File: config.mk
export PLATFORM = sky130hd
export DESIGN_NAME = load_store_queue
export DESIGN_NICKNAME = d
export VERILOG_FILES = /design/src/rtl/load_store_queue.sv
export SDC_FILE = /design/constraint.sdc
export NUM_CORES = 1
export LEC_CHECK = 0
export ABC_AREA = 1
export BUFFER_PORTS_ARGS = -buffer_cell sky130_fd_sc_hd__clkbuf_2
export CORE_MARGIN = 4
export CORE_UTILIZATION = 40
export DETAILED_ROUTE_END_ITERATION = 16
export SLEW_MARGIN = 20
export SYNTH_ARGS = -nofsm -noshare
export SYNTH_HDL_FRONTEND = slang
export SYNTH_SLANG_ARGS = --single-unit
File: constraint.sdc
create_clock -name clk_i -period 14.8 [get_ports clk_i]
set_clock_uncertainty 0.1 [all_clocks]
set_input_delay 1.48 -clock clk_i [delete_from_list [all_inputs] [get_ports clk_i]]
set_output_delay 1.48 -clock clk_i [all_outputs]
set_load 0.05 [all_outputs]
File: src/rtl/load_store_queue.sv
// Unified in-order load/store queue feeding a single request/grant data-memory port.
// Entries are issued strictly in push order; loads wait for read data and produce a
// one-cycle write-back strobe, misaligned entries are dropped with a one-cycle flag.
module load_store_queue #(
    parameter int unsigned C_XLEN  = 32,
    parameter int unsigned C_DEPTH = 4
) (
    input  logic              clk_i,
    input  logic              reset_i,
    input  logic              clk_en_i,
    input  logic              ex_lq_wr_i,
    input  logic              ex_sq_wr_i,
    input  logic [2:0]        ex_funct3_i,
    input  logic [4:0]        ex_regd_addr_i,
    input  logic [C_XLEN-1:0] ex_regs2_data_i,
    input  logic [C_XLEN-1:0] ex_addr_i,
    output logic              lq_full_o,
    output logic              dmem_req_o,
    output logic              dmem_we_o,
    output logic [C_XLEN-1:0] dmem_addr_o,
    output logic [3:0]        dmem_be_o,
    output logic [C_XLEN-1:0] dmem_wdata_o,
    input  logic              dmem_gnt_i,
    input  logic              dmem_rvalid_i,
    input  logic [C_XLEN-1:0] dmem_rdata_i,
    output logic              wb_regd_wr_o,
    output logic [4:0]        wb_regd_addr_o,
    output logic [C_XLEN-1:0] wb_regd_data_o,
    output logic              misalign_o
);

    localparam int unsigned PTR_W = (C_DEPTH > 1) ? $clog2(C_DEPTH) : 1;
    localparam int unsigned CNT_W = PTR_W + 1;

    typedef struct packed {
        logic              is_store;
        logic [2:0]        funct3;
        logic [4:0]        regd;
        logic [C_XLEN-1:0] data;
        logic [C_XLEN-1:0] addr;
    } entry_t;

    typedef enum logic [1:0] {
        S_IDLE    = 2'd0,
        S_REQ     = 2'd1,
        S_WAIT_RD = 2'd2
    } state_e;

    entry_t            mem_q [C_DEPTH];
    logic [PTR_W-1:0]  wr_ptr_q, rd_ptr_q;
    logic [CNT_W-1:0]  count_q,  count_d;
    state_e            state_q,  state_d;
    logic              wb_wr_q;
    logic [4:0]        wb_addr_q;
    logic [C_XLEN-1:0] wb_data_q;
    logic              misalign_q;

    entry_t            head_c;
    entry_t            new_entry_c;
    logic              full_c;
    logic              push_c;
    logic              pop_c;
    logic              more_c;
    logic              head_misalign_c;
    logic              wb_fire_c;
    logic              misalign_fire_c;
    logic [3:0]        be_c;
    logic [C_XLEN-1:0] wdata_c;
    logic [C_XLEN-1:0] rd_shift_c;
    logic [C_XLEN-1:0] load_data_c;

    assign head_c  = mem_q[rd_ptr_q];
    assign full_c  = (count_q == CNT_W'(C_DEPTH));
    assign push_c  = clk_en_i & (ex_lq_wr_i | ex_sq_wr_i) & ~full_c;
    // Entries remaining after the current pop (a simultaneous push keeps the queue busy)
    assign more_c  = (count_q > CNT_W'(1)) | push_c;

    assign new_entry_c.is_store = ex_sq_wr_i;
    assign new_entry_c.funct3   = ex_funct3_i;
    assign new_entry_c.regd     = ex_regd_addr_i;
    assign new_entry_c.data     = ex_regs2_data_i;
    assign new_entry_c.addr     = ex_addr_i;

    // Head-entry alignment check, byte enables and lane-replicated store data
    always_comb begin
        head_misalign_c = 1'b0;
        be_c            = 4'b1111;
        wdata_c         = head_c.data;
        case (head_c.funct3[1:0])
            2'b00: begin
                be_c    = 4'b0001 << head_c.addr[1:0];
                wdata_c = {(C_XLEN/8){head_c.data[7:0]}};
            end
            2'b01: begin
                head_misalign_c = head_c.addr[0];
                be_c            = head_c.addr[1] ? 4'b1100 : 4'b0011;
                wdata_c         = {(C_XLEN/16){head_c.data[15:0]}};
            end
            default: begin
                head_misalign_c = (head_c.addr[1:0] != 2'b00);
            end
        endcase
    end

    // Lane extraction and sign/zero extension of returned load data
    always_comb begin
        rd_shift_c  = dmem_rdata_i >> {head_c.addr[1:0], 3'b000};
        load_data_c = rd_shift_c;
        case (head_c.funct3)
            3'b000:  load_data_c = {{(C_XLEN-8){rd_shift_c[7]}},   rd_shift_c[7:0]};
            3'b001:  load_data_c = {{(C_XLEN-16){rd_shift_c[15]}}, rd_shift_c[15:0]};
            3'b100:  load_data_c = {{(C_XLEN-8){1'b0}},            rd_shift_c[7:0]};
            3'b101:  load_data_c = {{(C_XLEN-16){1'b0}},           rd_shift_c[15:0]};
            default: load_data_c = rd_shift_c;
        endcase
    end

    // Issue FSM: next state, pop and strobe decisions for the head entry
    always_comb begin
        state_d         = state_q;
        pop_c           = 1'b0;
        wb_fire_c       = 1'b0;
        misalign_fire_c = 1'b0;
        if (clk_en_i) begin
            case (state_q)
                S_IDLE: begin
                    if ((count_q != '0) || push_c) begin
                        state_d = S_REQ;
                    end
                end
                S_REQ: begin
                    if (head_misalign_c) begin
                        pop_c           = 1'b1;
                        misalign_fire_c = 1'b1;
                        state_d         = more_c ? S_REQ : S_IDLE;
                    end else if (dmem_gnt_i) begin
                        if (head_c.is_store) begin
                            pop_c   = 1'b1;
                            state_d = more_c ? S_REQ : S_IDLE;
                        end else begin
                            state_d = S_WAIT_RD;
                        end
                    end
                end
                S_WAIT_RD: begin
                    if (dmem_rvalid_i) begin
                        pop_c     = 1'b1;
                        wb_fire_c = (head_c.regd != 5'd0);
                        state_d   = more_c ? S_REQ : S_IDLE;
                    end
                end
                default: state_d = S_IDLE;
            endcase
        end
    end

    // Occupancy update
    always_comb begin
        count_d = count_q;
        case ({push_c, pop_c})
            2'b10:   count_d = count_q + CNT_W'(1);
            2'b01:   count_d = count_q - CNT_W'(1);
            default: count_d = count_q;
        endcase
    end

    // Control state, pointers and registered strobes
    always_ff @(posedge clk_i) begin
        if (reset_i) begin
            state_q    <= S_IDLE;
            wr_ptr_q   <= '0;
            rd_ptr_q   <= '0;
            count_q    <= '0;
            wb_wr_q    <= 1'b0;
            wb_addr_q  <= '0;
            wb_data_q  <= '0;
            misalign_q <= 1'b0;
        end else if (clk_en_i) begin
            state_q    <= state_d;
            count_q    <= count_d;
            wb_wr_q    <= wb_fire_c;
            misalign_q <= misalign_fire_c;
            if (push_c) begin
                wr_ptr_q <= wr_ptr_q + PTR_W'(1);
            end
            if (pop_c) begin
                rd_ptr_q <= rd_ptr_q + PTR_W'(1);
            end
            if (wb_fire_c) begin
                wb_addr_q <= head_c.regd;
                wb_data_q <= load_data_c;
            end
        end
    end

    // Entry storage; contents beyond the valid window are don't-care
    always_ff @(posedge clk_i) begin
        if (!reset_i && push_c) begin
            mem_q[wr_ptr_q] <= new_entry_c;
        end
    end

    assign lq_full_o      = full_c & ~reset_i;
    assign dmem_req_o     = (state_q == S_REQ) & ~head_misalign_c & ~reset_i;
    assign dmem_we_o      = dmem_req_o & head_c.is_store;
    assign dmem_addr_o    = {head_c.addr[C_XLEN-1:2], 2'b00};
    assign dmem_be_o      = be_c;
    assign dmem_wdata_o   = wdata_c;
    assign wb_regd_wr_o   = wb_wr_q & ~reset_i;
    assign wb_regd_addr_o = wb_addr_q;
    assign wb_regd_data_o = wb_data_q;
    assign misalign_o     = misalign_q & ~reset_i;

endmodule

==> results of run 1 <==
## cells in the mapped netlist (all sizes together), types with 12 or more instances
cell type	count	area, um^2
a21oi	33	169
buf	78	573
clkbuf	38	143
dfxtp	50	1000
edfxtp	292	8770
ha	13	163
inv	60	230
nand2	185	742
nand3	33	185
nor2	189	717
o211ai	15	113
o21ai	190	958
o22ai	62	388
o31ai	12	90.1
## state kept, by name (all words and copies together) (netlist names), named ones only
name / cells
count_q: 3
mem_q: 292
misalign_q: 1
rd_ptr_q: 2
state_q: 2
wb_regd_addr_o: 5
wb_regd_data_o: 32
wb_wr_q: 1
wr_ptr_q: 2
## where the power goes
group | internal (uW) | switching [uW] | leakage, uW | total [uW]
Clock | 571 | 372 | 0.000611 | 944
Combinational | 38.6 | 120 | 0.00281 | 158
Sequential | 1070 | 5.04 | 0.00305 | 1070
Total | 1680 | 497 | 0.00647 | 2170
## cell type report
class                   count  area, um^2
flip-flops and latches    342        9780
clock inverters            21         248
inverters                  61         234
clock buffers              47        1000
multi-input cells         751        3710
fillers                  3345       18900
repair buffers            228        1170
well taps                 461         577
## worst min path at each step
stage	end	cells past startpoint	from
2_1_floorplan	wr_ptr_q[0]$_SDFFE_PP0P_	1	wr_ptr_q[0]$_SDFFE_PP0P_
5_1_grt	state_q[0]$_SDFFE_PP0P_	2	state_q[0]$_SDFFE_PP0P_
4_1_cts	register	2	rd_ptr_q[1]$_SDFFE_PP0P_
3_5_place_dp	register	2	rd_ptr_q[1]$_SDFFE_PP0P_
3_3_place_gp	register	2	rd_ptr_q[1]$_SDFFE_PP0P_
6_report	register	2	rd_ptr_q[1]$_SDFFE_PP0P_
## kinds of logic (layout without fill, tap and decap cells)
group / after synthesis / count (layout) / synth area share, %
other: 1 / 2 / 0.0261
XOR/XNOR: 2 / 2 / 0.122
adder cells (fa/ha/maj): 13 / 13 / 1.13
buffers and inverters: 177 / 357 / 6.60
AND/OR/NAND/NOR: 411 / 411 / 11.6
flip-flops: 342 / 342 / 67.9
AO/OA/AOI/OAI: 320 / 320 / 12.4
multiplexers: 3 / 3 / 0.235
## cell usage in the layout (no fill, tap or decap), types with 3 or more instances in the layout
cell	synthesis	layout
sky130_fd_sc_hd__clkbuf_2	0	218
sky130_fd_sc_hd__mux2_2	3	3
sky130_fd_sc_hd__clkbuf_16	0	38
sky130_fd_sc_hd__clkinv_1	1	7
sky130_fd_sc_hd__edfxtp_1	292	292
sky130_fd_sc_hd__inv_2	6	6
sky130_fd_sc_hd__nor2_4	0	4
sky130_fd_sc_hd__ha_1	13	13
sky130_fd_sc_hd__nand2_4	4	4
sky130_fd_sc_hd__nand3_2	4	4
sky130_fd_sc_hd__nand3_1	29	29
sky130_fd_sc_hd__o211ai_1	15	15
sky130_fd_sc_hd__nor2_1	186	182
sky130_fd_sc_hd__nand2_2	7	7
sky130_fd_sc_hd__nor2_2	3	3
sky130_fd_sc_hd__clkbuf_1	38	7
sky130_fd_sc_hd__o21ai_0	178	178
sky130_fd_sc_hd__buf_4	45	10
sky130_fd_sc_hd__a221o_1	6	6
sky130_fd_sc_hd__inv_1	52	52
sky130_fd_sc_hd__o21ai_1	10	10
sky130_fd_sc_hd__clkinv_2	0	5
sky130_fd_sc_hd__nand2_1	174	174
sky130_fd_sc_hd__o31ai_1	12	12
sky130_fd_sc_hd__bufinv_16	0	5
sky130_fd_sc_hd__o22ai_1	62	62
sky130_fd_sc_hd__dfxtp_1	50	48
sky130_fd_sc_hd__a21oi_1	32	32
## metal layers
metal,GRT usage (%),vias up,part of all wire (%)
met4,5.10,14,2.3
li1,-,4762,-
met3,5.92,73,8.9
met2,28.7,317,47
met1,23.4,4706,42
met5,0,-,0.28
## metrics by stage
| stage | util [%] | instances | cell area, um^2 | hold slack, ns |
|---|---|---|---|---|
| global placement | 43.5 | 1843 | 15500 | 0.373 |
| global route | 47.0 | 1911 | 16700 | 0.448 |
| detailed placement | 43.5 | 1843 | 15500 | 0.386 |
| finish | 47.0 | 1911 | 16700 | 0.402 |
| CTS | 47.0 | 1911 | 16700 | 0.399 |
| floorplan | - | 1270 | 14400 | 0.363 |
## worst reg2reg max path: cells and delay by family (launching register included)
family / cells / cell delay, ns
buffers and inverters: 4 / 1.40
flip-flops: 1 / 0.95
AO/OA/AOI/OAI: 3 / 0.41
adder cells (fa/ha/maj): 1 / 0.23
AND/OR/NAND/NOR: 8 / 1.31
==> impl_metrics.yaml, run 1 <==
critical_path:
  start_kind: "register"
  crit_arrival_ns: 4.31
  timing.rr.end: "count_q[2]$_SDFFE_PP0P_"
  cp_cell_instances: "inv_2 -> buf_4 -> nand3_1 -> nand2_4 -> nand2_2 -> inv_1 -> nand2_1 -> o21ai_0 -> clkbuf_2"
  crit_end: "dmem_wdata_o[12]"
  critical_setup_path_class: "register to primary output"
  worst-r2r-cell-count: 16
  crit_cells: 9
  crit_fanout: 79
  r2r_slack_ns: 10.28
  critPathRequiredTime_ns: 13.22
  end_kind: "primary output"
  cp_num_buf_inv: 4
  cp_slowest_stage_delay_ns: 0.61
  critical-path-slowest-cell: "sky130_fd_sc_hd__dfxtp_4"
  timing.critical_path.max_delay_family: "buffers and inverters"
synthesis:
  synth-async-reset-ratio_pct: 0
  synth.yosys.seq_area_share_pct: 67.9
  syn-mean-instance-area_um2: 11.3
  post_synth_inst_count: 1269
  synth.distinct_cells: 37
  postSynth.topFlopCell: "sky130_fd_sc_hd__edfxtp_1"
  synth_enable_flop_cells: 292
  yosys_warnings: 0
  post_synth_instance_area_um2: 14400
  synth.ff_latch_count: 342
clocking:
  cts.clk_slew.worst_paths_ns: 0.06
  htreeDepth: 2
  ctsResizeCount: 0
  clock_latency_ns: 0.53
  cts.hold.buffers_added: 0
  clkSinkCount: 342
  cts.root.buffer_cell: "sky130_fd_sc_hd__clkbuf_16"
  total_setup_buffers_inserted_after_cts: 0
  cts_buffers: 38
  tritoncts: "built"
  cts_buffer_depth: 3
layout:
  layout.nets: 1546
  drive_gt1_share_pct: 22.3
  area_growth_pct: 16.1
  antenna-diode-count: 0
global_routing:
  gr-total-overflow: 0
  grt_max_degree: 105
  grt_pass1_wl_mm: 54.7
  number_of_antenna_violations_at_the_first_check_in_global_routing: 7
  grt.total_usage_pct: 17.9
  number_of_global_route_vias_before_repair: 9612
sta:
  final-max-slew-violation-count: 0
  final.period_utilization_pct: 39.8
  setup-tns-final_ns: 0
  setup_repair_after_global_routing_missed_its_margin: "no"
  final.setup.worst_slack_ns: 8.91
  tightestPinTransition_ns: 1.07
  timing.fmax_mhz: 170
  final.min_clock_period_ns: 5.89
  slew-limit-headroom_pct: 28.8
  hold_violations: 0
  report.final.setup_viol: 0
routing:
  postRouteWirelength_mm: 35.7
  route.antenna.remaining_nets: 0
  drt_first_iter_violations: 493
  detail_route.drc_violations: 0
  routedWlPerCell_um: 18.7
  dr.pass1.iters: 5
  routed_via_density: 5.17
  routed-via-count: 9872
pwr:
  vdd_ir_drop_max_mv: 0.115
  power.static_leakage_uw: 0.00647
  areal_power_density_over_the_cells_nw_per_um2: 130
  report.power.total_uw: 2170
run:
  cap_violations: 0
min_path:
  min-delay-path-class: "register to register"
die:
  die_h_um: 198
  fp-row-count: 69
  design.die.area_um2: 39100
  coreArea_um2: 35600
  die_width_um: 198
  floorplan.io_pins: 221
  initial_utilization_pct: 40.5
placement:
  portBuffers: 218
  global_placement_routability_congestion: 0.892
  dpl_worst_slack_ns: 9.33
  hpwlAfterDp_mm: 22.2
run_status:
  status: "finished clean"
No activity file was read; power rests on OpenSTA's default activity.
==> run 2, diff against run 1 <==
ABC_AREA = 0   (was 1)
clock period = 6.1 ns   (was 14.8 ns; I/O delays follow)
==> impl_metrics.yaml, run 2 <==
run_status:
  status: "finished clean"
sta:
  final.min_clock_period_ns: 4.25
  setup_repair_after_global_routing_missed_its_margin: "no"
  tightestPinTransition_ns: 0.874
  slew-limit-headroom_pct: 41.7
  final-max-slew-violation-count: 0
  setup-tns-final_ns: 0
  timing.fmax_mhz: 235
  hold_violations: 0
  final.period_utilization_pct: 69.7
  holdWs_ns: 0.192
  report.final.setup_viol: 0
synthesis:
  synth.yosys.seq_area_share_pct: 69.7
  synth.ff_latch_count: 342
  synth-async-reset-ratio_pct: 0
  xor_xnor_share_of_the_synthesized_area_pct: 0.375
  ys_top_cells_by_area: "sky130_fd_sc_hd__edfxtp_1 63%, sky130_fd_sc_hd__mux4_2 13%, sky130_fd_sc_hd__dfxtp_1 7.1%"
  synth_compound_gate_area_share_pct: 3.90
  yosys_warnings: 0
  synth.distinct_cells: 47
  synthMostInstantiatedCell: "sky130_fd_sc_hd__edfxtp_1"
  synth_enable_flop_cells: 292
  syn-mean-instance-area_um2: 18.0
  synth_simple_gate_area_share_pct: 3.81
  netlist_top_cells_count: "292 x sky130_fd_sc_hd__edfxtp_1, 80 x sky130_fd_sc_hd__mux4_2, 54 x sky130_fd_sc_hd__nor2_1"
  post_synth_inst_count: 778
  synth.mux.area_fraction_pct: 17.1
  synth_top_area_share_pct: 62.6
  post-synth-top-area-cell: "sky130_fd_sc_hd__edfxtp_1"
  post_synth_instance_area_um2: 14000
  postSynth.topFlopCell: "sky130_fd_sc_hd__edfxtp_1"
  synth_adder_area_share_pct: 1.16
  synth_top_family_by_area: "multiplexers"
global_routing:
  number_of_global_route_vias_before_repair: 7528
  gr-total-overflow: 0
  grt_max_degree: 57
  grt_pass1_wl_mm: 46.2
  number_of_antenna_violations_at_the_first_check_in_global_routing: 5
  grt.total_usage_pct: 15.6
routing:
  postRouteWirelength_mm: 30.1
  routed_via_density: 5.09
  dr.pass1.iters: 4
  detail_route.drc_violations: 0
  drt_first_iter_violations: 317
  route.antenna.remaining_nets: 0
  routedWlPerCell_um: 20.8
  routed-via-count: 7350
pwr:
  power.static_leakage_uw: 0.00567
  report.power.total_uw: 5130
  vdd_ir_drop_max_mv: 0.257
  areal_power_density_over_the_cells_nw_per_um2: 313
placement:
  global_placement_routability_congestion: 0.811
  portBuffers: 218
  dp_cells: 1375
  hpwlAfterDp_mm: 19.4
layout:
  largest-register: "mem_q"
  layout.cells.most_common: "sky130_fd_sc_hd__edfxtp_1"
  number_of_flip_flops_under_the_largest_register_name: 292
  drive_gt1_share_pct: 40.4
  mostFrequentLayoutCells: "292 x sky130_fd_sc_hd__edfxtp_1, 218 x sky130_fd_sc_hd__clkbuf_2, 80 x sky130_fd_sc_hd__mux4_2"
  finish.cell_count_without_fillers: 1445
  seq_area_um2: 9780
  layout.nets: 1084
  multi_input_comb_area_um2: 3710
  area_growth_pct: 17.0
  n_fill_cell: 2976
min_path:
  min-delay-path-class: "input port to register"
clocking:
  clock_latency_ns: 0.52
  cts_buffers: 38
  ctsResizeCount: 0
  cts.hold.buffers_added: 0
  htreeDepth: 2
  cts.clk_slew.worst_paths_ns: 0.06
  cts.root.buffer_cell: "sky130_fd_sc_hd__clkbuf_16"
  tritoncts: "built"
  cts_buffer_depth: 3
  total_setup_buffers_inserted_after_cts: 0
  clkSinkCount: 342
critical_path:
  r2r_slack_ns: 2.23
  crit_end: "dmem_wdata_o[26]"
  critPathRequiredTime_ns: 5.39
  crit_fanout: 40
  critical_setup_path_class: "register to primary output"
  start_kind: "register"
  worst-r2r-cell-count: 9
  end_kind: "primary output"
  crit_arrival_ns: 3.54
  timing.rr.end: "count_q[2]$_SDFFE_PP0P_"
die:
  floorplan.io_pins: 221
  coreArea_um2: 34500
  design.die.area_um2: 38100
  die_h_um: 195
  die_width_um: 195
  initial_utilization_pct: 40.6
  fp-row-count: 68
run:
  cap_violations: 0
[run 2: worst min path at each step]
stage                                  from                      end  slack [ns]  cells past startpoint
finish                   ex_regs2_data_i[7]   mem_q[0][39]$_DFFE_PP_        0.19                      1
floorplan           misalign_q$_SDFFE_PP0P_  misalign_q$_SDFFE_PP0P_        0.33                      2
detailed placement  misalign_q$_SDFFE_PP0P_  misalign_q$_SDFFE_PP0P_        0.35                      2
global route            ex_regs2_data_i[17]   mem_q[3][49]$_DFFE_PP_        0.18                      1
CTS                     ex_regs2_data_i[17]   mem_q[1][49]$_DFFE_PP_        0.17                      1
global placement    misalign_q$_SDFFE_PP0P_  misalign_q$_SDFFE_PP0P_        0.34                      2
[run 2: cells by family after synthesis]
| logic type | after synthesis |
|---|---|
| other | 1 |
| buffers and inverters | 93 |
| adder cells (fa/ha/maj) | 13 |
| XOR/XNOR | 6 |
| AO/OA/AOI/OAI | 65 |
| flip-flops | 342 |
| multiplexers | 136 |
| AND/OR/NAND/NOR | 122 |
[run 2: critical path: stages, from the launching register on]
cell,delay (ns)
sky130_fd_sc_hd__dfxtp_4,0.81
sky130_fd_sc_hd__buf_4,0.77
sky130_fd_sc_hd__mux4_2,0.65
sky130_fd_sc_hd__mux2i_1,0.18
sky130_fd_sc_hd__o21ai_0,0.23
sky130_fd_sc_hd__clkbuf_2,0.33
[run 2: area by class of cell]
class	instances	area share, %
inverter	9	0.206
tap	455	3.47
timing repair buffer	225	6.98
sequential	342	59.6
clock buffer	50	6.08
antenna	1	0.0153
clock inverter	19	1.01
multi-input combinational	344	22.6
[run 2: metrics by stage]
step | setup slack, ns | cell area (um^2) | util, %
3_5_place_dp | 2.13 | 15200 | 44.1
6_report | 1.85 | 16400 | 47.5
4_1_cts | 1.71 | 16400 | 47.4
3_3_place_gp | 2.11 | 15200 | 44.1
2_1_floorplan | 1.98 | 14000 | -
5_1_grt | 1.53 | 16400 | 47.4
[run 2: layer usage]
metal	wire [um]	track usage, %	share of wire [%]	up-vias
met5	54	0	0.18	-
met4	523	3.41	1.7	8
met3	2560	5.21	8.5	46
met1	12400	20.4	41	3667
li1	-	-	-	3391
met2	14600	25.6	49	238
[run 2: power by group]
part           total [uW]  internal, uW  switching, uW
Combinational         411           132            279
Sequential           2600          2590           16.2
Clock                2110          1210            906
==> run 3, diff against run 2 <==
clock period = 4.2 ns   (was 6.1 ns; I/O delays follow)
==> impl_metrics.yaml, run 3 (same netlist as run 2, synthesis figures left out) <==
layout:
  largest-register: "mem_q"
  area_growth_pct: 19.1
  drive_gt1_share_pct: 40.6
  final_cell_area_um2: 16700
  number_of_flip_flops_under_the_largest_register_name: 292
  layout.nets: 1101
  mostFrequentLayoutCells: "292 x sky130_fd_sc_hd__edfxtp_1, 218 x sky130_fd_sc_hd__clkbuf_2, 80 x sky130_fd_sc_hd__mux4_2"
  n_fill_cell: 2984
  antenna-diode-count: 0
  layout.cells.most_common: "sky130_fd_sc_hd__edfxtp_1"
  final_core_occ_pct: 48.3
die:
  die_h_um: 195
  initial_utilization_pct: 40.6
  coreArea_um2: 34500
  floorplan.io_pins: 221
  design.die.area_um2: 38100
  fp-row-count: 68
  die_width_um: 195
critical_path:
  crit_arrival_ns: 3.21
  timing.critical_path.max_delay_family: "multiplexers"
  critPathRequiredTime_ns: 3.68
  crit_cells: 4
  end_kind: "primary output"
  crit_end: "dmem_wdata_o[8]"
  cp_slowest_stage_delay_ns: 0.85
  worst-r2r-cell-count: 8
  crit_fanout: 20
  cp_num_buf_inv: 1
  start_kind: "register"
  critical_setup_path_class: "register to primary output"
  critical-path-slowest-cell: "sky130_fd_sc_hd__mux4_2"
  cp_cell_instances: "mux4_2 -> or2_2 -> mux2_2 -> clkbuf_2"
  r2r_slack_ns: 1.06
  timing.rr.end: "count_q[2]$_SDFFE_PP0P_"
pwr:
  power.static_leakage_uw: 0.00580
  areal_power_density_over_the_cells_nw_per_um2: 458
  report.power.total_uw: 7640
  vdd_ir_drop_max_mv: 0.363
global_routing:
  grt_max_degree: 59
  number_of_antenna_violations_at_the_first_check_in_global_routing: 2
  number_of_global_route_vias_before_repair: 7742
  grt.total_usage_pct: 16.1
  grt_pass1_wl_mm: 47.6
  gr-total-overflow: 0
clocking:
  cts_buffer_depth: 3
  cts.root.buffer_cell: "sky130_fd_sc_hd__clkbuf_16"
  htreeDepth: 2
  cts.clk_slew.worst_paths_ns: 0.06
  clock_latency_ns: 0.51
  ctsResizeCount: 0
  clkSinkCount: 342
  tritoncts: "built"
  cts_buffers: 38
sta:
  setup_repair_after_global_routing_missed_its_margin: "no"
  final.min_clock_period_ns: 3.73
  report.final.setup_viol: 0
  final-max-slew-violation-count: 0
  hold_violations: 0
  slew-limit-headroom_pct: 54.9
  holdWs_ns: 0.0266
  timing.fmax_mhz: 268
  final.period_utilization_pct: 88.8
  tightestPinTransition_ns: 0.677
  setup-tns-final_ns: 0
placement:
  place_area_um2: 15300
  hpwlAfterDp_mm: 19.9
  portBuffers: 218
  global_placement_routability_congestion: 0.792
routing:
  drt_first_iter_violations: 443
  routed-via-count: 7494
  detail_route.drc_violations: 0
  route.antenna.remaining_nets: 0
  dr.pass1.iters: 4
  postRouteWirelength_mm: 31.1
  routed_via_density: 5.13
  routedWlPerCell_um: 21.3
run_status:
  status: "finished clean"
min_path:
  min-delay-path-class: "input port to register"
run:
  cap_violations: 0
## run 3: worst min path at each step
stage	from	to	slack, ns	depth (start not counted)
floorplan	misalign_q$_SDFFE_PP0P_	misalign_q$_SDFFE_PP0P_	0.33	2
global placement	misalign_q$_SDFFE_PP0P_	misalign_q$_SDFFE_PP0P_	0.34	2
detailed placement	misalign_q$_SDFFE_PP0P_	misalign_q$_SDFFE_PP0P_	0.36	2
CTS	ex_addr_i[14]	mem_q[2][14]$_DFFE_PP_	0.0006	1
global route	ex_regd_addr_i[3]	mem_q[1][67]$_DFFE_PP_	0.008	1
finish	ex_regs2_data_i[0]	mem_q[0][32]$_DFFE_PP_	0.03	1
## run 3: cell type report
cell class / instances / area, um^2 / area share [%]
flip-flops and latches: 342 / 9780 / 58.6
multi-input cells: 344 / 3710 / 22.2
repair buffers: 242 / 1380 / 8.26
clock buffers: 50 / 1010 / 6.05
well taps: 455 / 569 / 3.41
clock inverters: 19 / 216 / 1.30
inverters: 9 / 33.8 / 0.202
## run 3: repair_timing
item / CTS / global route
hold buffers: 13 / 0
setup buffers: 0 / 0
endpoints found under the hold margin: 49 / 0
## run 3: metrics by stage
step	worst slack [ns]	cells
after detailed placement	0.953	1379
after global placement	0.990	1379
after CTS	0.396	1461
final	0.471	1461
after global routing	0.313	1461
after floorplan	0.268	779
## run 3: metal layers
layer | global-route usage [%] | up-vias | routed length [um]
li1 | - | 3441 | -
met1 | 22.4 | 3785 | 13600
met2 | 25.4 | 223 | 14700
met3 | 4.57 | 41 | 2180
met4 | 3.65 | 4 | 584
met5 | 0 | - | 22
## run 3: power breakdown
part           leakage [uW]  switching (uW)  internal [uW]  total, uW
clock network      0.000589            1300           1950       3250
logic               0.00216             412            205        617
registers           0.00305            21.6           3760       3780
